## config.mk

```make
export PLATFORM = sky130hd
export DESIGN_NAME = reg_file_fwd
export DESIGN_NICKNAME = d
export VERILOG_FILES = /design/src/rtl/reg_file_pkg.sv /design/src/rtl/reg_fwd_mux.sv /design/src/rtl/reg_file_fwd.sv
export SDC_FILE = /design/constraint.sdc
export NUM_CORES = 1
export LEC_CHECK = 0
export BUFFER_PORTS_ARGS = -buffer_cell sky130_fd_sc_hd__buf_2
export CORE_AREA = 3 3 154 268
export CTS_BUF_LIST = sky130_fd_sc_hd__clkbuf_8
export CTS_CLUSTER_SIZE = 14
export DETAILED_ROUTE_END_ITERATION = 12
export DIE_AREA = 0 0 157 271
export HOLD_SLACK_MARGIN = 0.12
export PLACE_DENSITY = 0.52
export SLEW_MARGIN = 5
export SYNTH_ARGS = -nofsm -noshare
export SYNTH_HDL_FRONTEND = slang
export SYNTH_SLANG_ARGS = --single-unit
export TNS_END_PERCENT = 30
```

## constraint.sdc

```tcl
create_clock -name clk -period 7.7 [get_ports clk]
set_input_delay 0.385 -clock clk [delete_from_list [all_inputs] [get_ports clk]]
set_output_delay 0.385 -clock clk [all_outputs]
set_load 0.02 [all_outputs]
```

## src/rtl/reg_file_pkg.sv

```systemverilog
// Shared constants and helpers for the forwarding register file.
// Default sizes, the hardwired-zero register index and address-width derivation.
package reg_file_pkg;

    localparam int DEF_DATA_W   = 16;
    localparam int DEF_NUM_REGS = 8;
    localparam int DEF_NUM_RD   = 2;
    localparam int REG_ZERO     = 0;

    // A single-register file still needs a 1-bit address bus.
    function automatic int addr_w_f(input int num_regs);
        return (num_regs <= 2) ? 1 : $clog2(num_regs);
    endfunction

endpackage

```

## src/rtl/reg_fwd_mux.sv

```systemverilog
// Priority forwarding mux for one register address:
// zero/out-of-range, then same-cycle write, then buffered write, then array.
module reg_fwd_mux
    import reg_file_pkg::*;
#(
    parameter int DATA_W   = DEF_DATA_W,
    parameter int NUM_REGS = DEF_NUM_REGS,
    parameter int ADDR_W   = addr_w_f(NUM_REGS)
) (
    input  logic [ADDR_W-1:0] addr,
    input  logic              cur_en,
    input  logic [ADDR_W-1:0] cur_addr,
    input  logic [DATA_W-1:0] cur_data,
    input  logic              buf_valid,
    input  logic [ADDR_W-1:0] buf_addr,
    input  logic [DATA_W-1:0] buf_data,
    input  logic [DATA_W-1:0] arr_data,
    output logic [DATA_W-1:0] rd_data
);

    logic addr_zero;

    // Out-of-range addresses must never expose array contents (or X).
    assign addr_zero = (addr == ADDR_W'(REG_ZERO)) || (32'(addr) >= NUM_REGS);

    always_comb begin
        rd_data = '0;
        if (addr_zero) begin
            rd_data = '0;
        end else if (cur_en && (cur_addr == addr)) begin
            rd_data = cur_data;
        end else if (buf_valid && (buf_addr == addr)) begin
            rd_data = buf_data;
        end else begin
            rd_data = arr_data;
        end
    end

endmodule

```

## src/rtl/reg_file_fwd.sv

```systemverilog
// General-purpose register file with a one-entry write-back buffer and full
// read forwarding on every read port and on the architected-state view.
//
// state    | meaning
// ---------+-----------------------------------------------
// ST_EMPTY | no buffered write; wr_ready=1
// ST_FULL  | buffer holds an uncommitted write (wb_busy=1)
module reg_file_fwd
    import reg_file_pkg::*;
#(
    parameter int DATA_W   = DEF_DATA_W,
    parameter int NUM_REGS = DEF_NUM_REGS,
    parameter int NUM_RD   = DEF_NUM_RD,
    parameter int ADDR_W   = addr_w_f(NUM_REGS)
) (
    input  logic                       clk,
    input  logic                       rst,
    input  logic                       wr_en,
    input  logic [ADDR_W-1:0]          wr_addr,
    input  logic [DATA_W-1:0]          wr_data,
    output logic                       wr_ready,
    input  logic                       wb_hold,
    output logic                       wb_busy,
    input  logic [NUM_RD*ADDR_W-1:0]   rd_addr,
    output logic [NUM_RD*DATA_W-1:0]   rd_data,
    output logic [NUM_REGS*DATA_W-1:0] regs_view
);

    localparam logic [0:0] ST_EMPTY = 1'b0;
    localparam logic [0:0] ST_FULL  = 1'b1;

    logic [0:0]        state_q, state_d;
    logic [ADDR_W-1:0] wb_addr_q, wb_addr_d;
    logic [DATA_W-1:0] wb_data_q, wb_data_d;
    logic [DATA_W-1:0] arr_q [NUM_REGS];
    logic [DATA_W-1:0] arr_d [NUM_REGS];

    logic wb_valid;
    logic addr_ok;
    logic acc;
    logic commit;

    assign wb_valid = (state_q == ST_FULL);
    assign wr_ready = !wb_valid || !wb_hold;
    assign wb_busy  = wb_valid;

    // r0 and out-of-range writes handshake normally but are dropped.
    assign addr_ok = (wr_addr != ADDR_W'(REG_ZERO)) && (32'(wr_addr) < NUM_REGS);
    assign acc     = wr_en && wr_ready && addr_ok;
    assign commit  = wb_valid && !wb_hold;

    always_comb begin
        arr_d     = arr_q;
        state_d   = state_q;
        wb_addr_d = wb_addr_q;
        wb_data_d = wb_data_q;

        // Commit sees the old buffer; a same-address accept only refreshes the buffer.
        if (commit) begin
            arr_d[wb_addr_q] = wb_data_q;
        end

        case (state_q)
            ST_EMPTY: if (acc) state_d = ST_FULL;
            ST_FULL:  if (!acc && commit) state_d = ST_EMPTY;
            default:  state_d = ST_EMPTY;
        endcase

        if (acc) begin
            wb_addr_d = wr_addr;
            wb_data_d = wr_data;
        end
    end

    always_ff @(posedge clk or posedge rst) begin
        if (rst) begin
            state_q   <= ST_EMPTY;
            wb_addr_q <= '0;
            wb_data_q <= '0;
            arr_q     <= '{default: '0};
        end else begin
            state_q   <= state_d;
            wb_addr_q <= wb_addr_d;
            wb_data_q <= wb_data_d;
            arr_q     <= arr_d;
        end
    end

    for (genvar p = 0; p < NUM_RD; p++) begin : g_rd
        logic [ADDR_W-1:0] rd_a;
        assign rd_a = rd_addr[p*ADDR_W +: ADDR_W];

        reg_fwd_mux #(
            .DATA_W   (DATA_W),
            .NUM_REGS (NUM_REGS),
            .ADDR_W   (ADDR_W)
        ) u_mux (
            .addr      (rd_a),
            .cur_en    (acc),
            .cur_addr  (wr_addr),
            .cur_data  (wr_data),
            .buf_valid (wb_valid),
            .buf_addr  (wb_addr_q),
            .buf_data  (wb_data_q),
            .arr_data  (arr_q[rd_a]),
            .rd_data   (rd_data[p*DATA_W +: DATA_W])
        );
    end

    for (genvar r = 0; r < NUM_REGS; r++) begin : g_view
        reg_fwd_mux #(
            .DATA_W   (DATA_W),
            .NUM_REGS (NUM_REGS),
            .ADDR_W   (ADDR_W)
        ) u_mux (
            .addr      (ADDR_W'(r)),
            .cur_en    (acc),
            .cur_addr  (wr_addr),
            .cur_data  (wr_data),
            .buf_valid (wb_valid),
            .buf_addr  (wb_addr_q),
            .buf_data  (wb_data_q),
            .arr_data  (arr_q[r]),
            .rd_data   (regs_view[r*DATA_W +: DATA_W])
        );
    end

endmodule
```

==> out/metrics.csv <==
stage;metric;value;unit
critical_path;path_class;flip-flop to primary output;
critical_path;worst_setup_path_end_kind;primary output;
critical_path;cp.required;7320;ps
run;cap_violations;0;
power_and_ir_drop;p_leak;5.78;nW
critical_path;critical_path_buf_inv_count;3;
drt;drc;0;
final_layout;area_delta_synth_final;11.5;%
critical_path;cp_cell_sequence;and2_0, inv_2, nand4_1, buf_4, nor2_1, a21oi_1, buf_2;
floorplan;core;39300;sq um
floorplan;die_w;157;um
final_layout;fill_cells;4048;
cts;cts.path.max_buffers;2;
drt;vias_per_cell;5.66;
cts;clkTransAtPathRegs;90;ps
critical_path;arrival;3590;ps
cts;cts.sink_count;148;
drt;drt-pass1-iter-count;5;
final_layout;final_layout_size_suffix_gt1_frac;0.334;
drt;wl_per_cell;26.8;um
min_path;hp-class;primary input to flip-flop;
drt;vias;9782;
power_and_ir_drop;peakVddDrop;0.134;mV
critical_path;crit_path_top_delay_cell;nand4_1;
synth;yosys.cell_types.count;41;
synth;synth-async-reset-ratio;1.00;
cts;cts-root-buf;clkbuf_8;
global_routing;overflow;0;
place;dpl.hpwl;30700;um
floorplan;dieArea;42500;sq um
sta;period_needed;3980;ps
floorplan;rows;96;
drt;ant_nets;0;
synth;synth-edff-count;0;
sta;tightest_slew;1280;ps
sta;timing.final.ws_setup;3720;ps
synth;ys_ff_latch;148;
place;pre_cts_slack;4130;ps
sta;final.setup.tns;0;ps
cts;tritoncts;done;
sta;fin_worst_skew;9.71;ps
synth;synthesis.instances;1159;
synth;syn_avg_cell_area;9.77;sq um
power_and_ir_drop;power_density;341;nW/um^2
sta;max_clock_freq;251;MHz
cts;cts-resized-gates;0;
floorplan;ioPinCount;191;
sta;setup_viol;0;
global_routing;grt_util_all_layers;0.215;
cts;cts-buffers-inserted;17;
cts;h-tree-depth;4;
final_layout;final_nets;1254;
global_routing;antenna_found_initial;1;
critical_path;cp_max_fo;17;
global_routing;grt_pass1_wl;67600;um
cts;postCtsSetupBuffers;0;
global_routing;grt_pass1_vias;10100;
cts;hold_buffers;1;
synth;syn_area;11300;sq um
floorplan;die_height;271;um
critical_path;start_kind;flip-flop;
sta;final_hold_viol_count;0;
sta;maxSlewViolCount;0;
drt;wirelength;46400;um
critical_path;max_stage_delay;700;ps
drt;drt-initial-drc-count;804;
floorplan;start_util;0.288;
sta;hold_slack;213;ps
global_routing;grt_max_degree;88;
final_layout;final_cell_mix;mux2i_1 (176), buf_2 (174), dfrtp_1 (148);
synth;yosysSeqAreaShare;0.327;
synth;synth-main-ff-cell;dfrtp_1;
critical_path;crit_family;simple AND/OR/NAND/NOR gates;
status;status;finished clean;
final_layout;mostFrequentLayoutCell;mux2i_1;
cts;clock_latency;490;ps
sta;rsz0062_at_grt;no;
place;gp_congestion;0.857;
sta;period_share;0.517;
synth;yosysWarnings;0;
sta;relSlewSlack;0.142;
place;io_buffers;174;
state kept, by name (all words and copies together) (netlist names):
name	cells
wb_addr_q	3
wb_busy	1
arr_q	128
wb_data_q	16
worst min-delay path, cell delays in order:
cell and delay, ps:
buf_2 170, nand2_1 70, nand2_1 40
final timing paths:
| kind | startpoint | end | slack (ps) | cells after the start |
|---|---|---|---|---|
| setup / recovery | wb_busy$_DFF_PP0_ | regs_view[63] | 3720 | 7 |
| hold / removal | wr_data[14] | wb_data_q[14]$_DFFE_PP0P_ | 210 | 3 |
| setup reg to reg | wb_addr_q[0]$_DFFE_PP0P_ | arr_q[73]$_DFFE_PP0P_ | 4620 | 5 |
| hold reg to reg | arr_q[125]$_DFFE_PP0P_ | arr_q[125]$_DFFE_PP0P_ | 530 | 1 |
| max in group asynchronous | rst | arr_q[120]$_DFFE_PP0P_ | 5660 | 4 |
| min in group asynchronous | rst | arr_q[6]$_DFFE_PP0P_ | 610 | 3 |
metal layers:
| metal | global-route usage | share of wire | vias to the layer above | wire length (um) |
|---|---|---|---|---|
| li1 | - | - | 4330 | - |
| met5 | 0 | 0 | - | 0 |
| met4 | 0.139 | 0.071 | 0 | 3290 |
| met2 | 0.367 | 0.50 | 454 | 23400 |
| met1 | 0.243 | 0.37 | 4843 | 17300 |
| met3 | 0.0359 | 0.052 | 155 | 2390 |
kinds of logic after synthesis:
logic type	Yosys count	synth area share
other	1	0.000331
XOR/XNOR	12	0.00928
multiplexers	336	0.346
flip-flops	148	0.327
AND/OR/NAND/NOR	215	0.0886
buffers and inverters	174	0.0781
AO/OA/AOI/OAI	273	0.150
area by class of cell:
cell class / count / area [sq um] / share of cell area
inverters: 2 / 12.5 / 0.000990
diodes: 1 / 2.50 / 0.000198
multi-input cells: 852 / 6840 / 0.542
flip-flops and latches: 148 / 3700 / 0.293
repair buffers: 204 / 1100 / 0.0869
clock inverters: 14 / 113 / 0.00891
clock buffers: 18 / 248 / 0.0196
well taps: 490 / 613 / 0.0485
stage by stage:
| step | cell area, sq um | std cells | utilization | power, mW |
|---|---|---|---|---|
| after detailed placement | 12300 | 1695 | 0.312 | 3.73 |
| after global routing | 12600 | 1729 | 0.322 | 4.58 |
| final | 12600 | 1729 | 0.322 | 4.31 |
| after CTS | 12600 | 1728 | 0.322 | 4.33 |
| after global placement | 12300 | 1695 | 0.312 | 3.69 |
| after floorplan | 11400 | 1174 | - | 2.94 |
synthesized netlist by cell type (3+ instances only):
cell,count,share of area
nor2_1,65,0.022
and2_1,3,0.0017
nand4_1,7,0.0039
buf_2,48,0.021
a22oi_1,64,0.042
nand2_1,107,0.035
o211ai_1,32,0.021
xnor2_1,12,0.0093
nand4b_1,3,0.0023
buf_1,4,0.0013
o21ai_1,18,0.0080
nor2_2,5,0.0028
a21oi_1,96,0.042
buf_4,39,0.026
o21ai_0,30,0.013
nor2b_1,4,0.0022
mux2_2,127,0.13
o31ai_1,32,0.021
nor4b_2,3,0.0040
mux2i_1,176,0.16
dfrtp_1,148,0.33
mux4_2,32,0.064
clkbuf_1,77,0.026
power breakdown:
part	total, mW	internal [mW]	switching, mW
Clock	0.596	0.260	0.336
Combinational	2.21	0.947	1.26
Sequential	1.51	1.10	0.402
No activity file was read; power rests on OpenSTA's default activity.
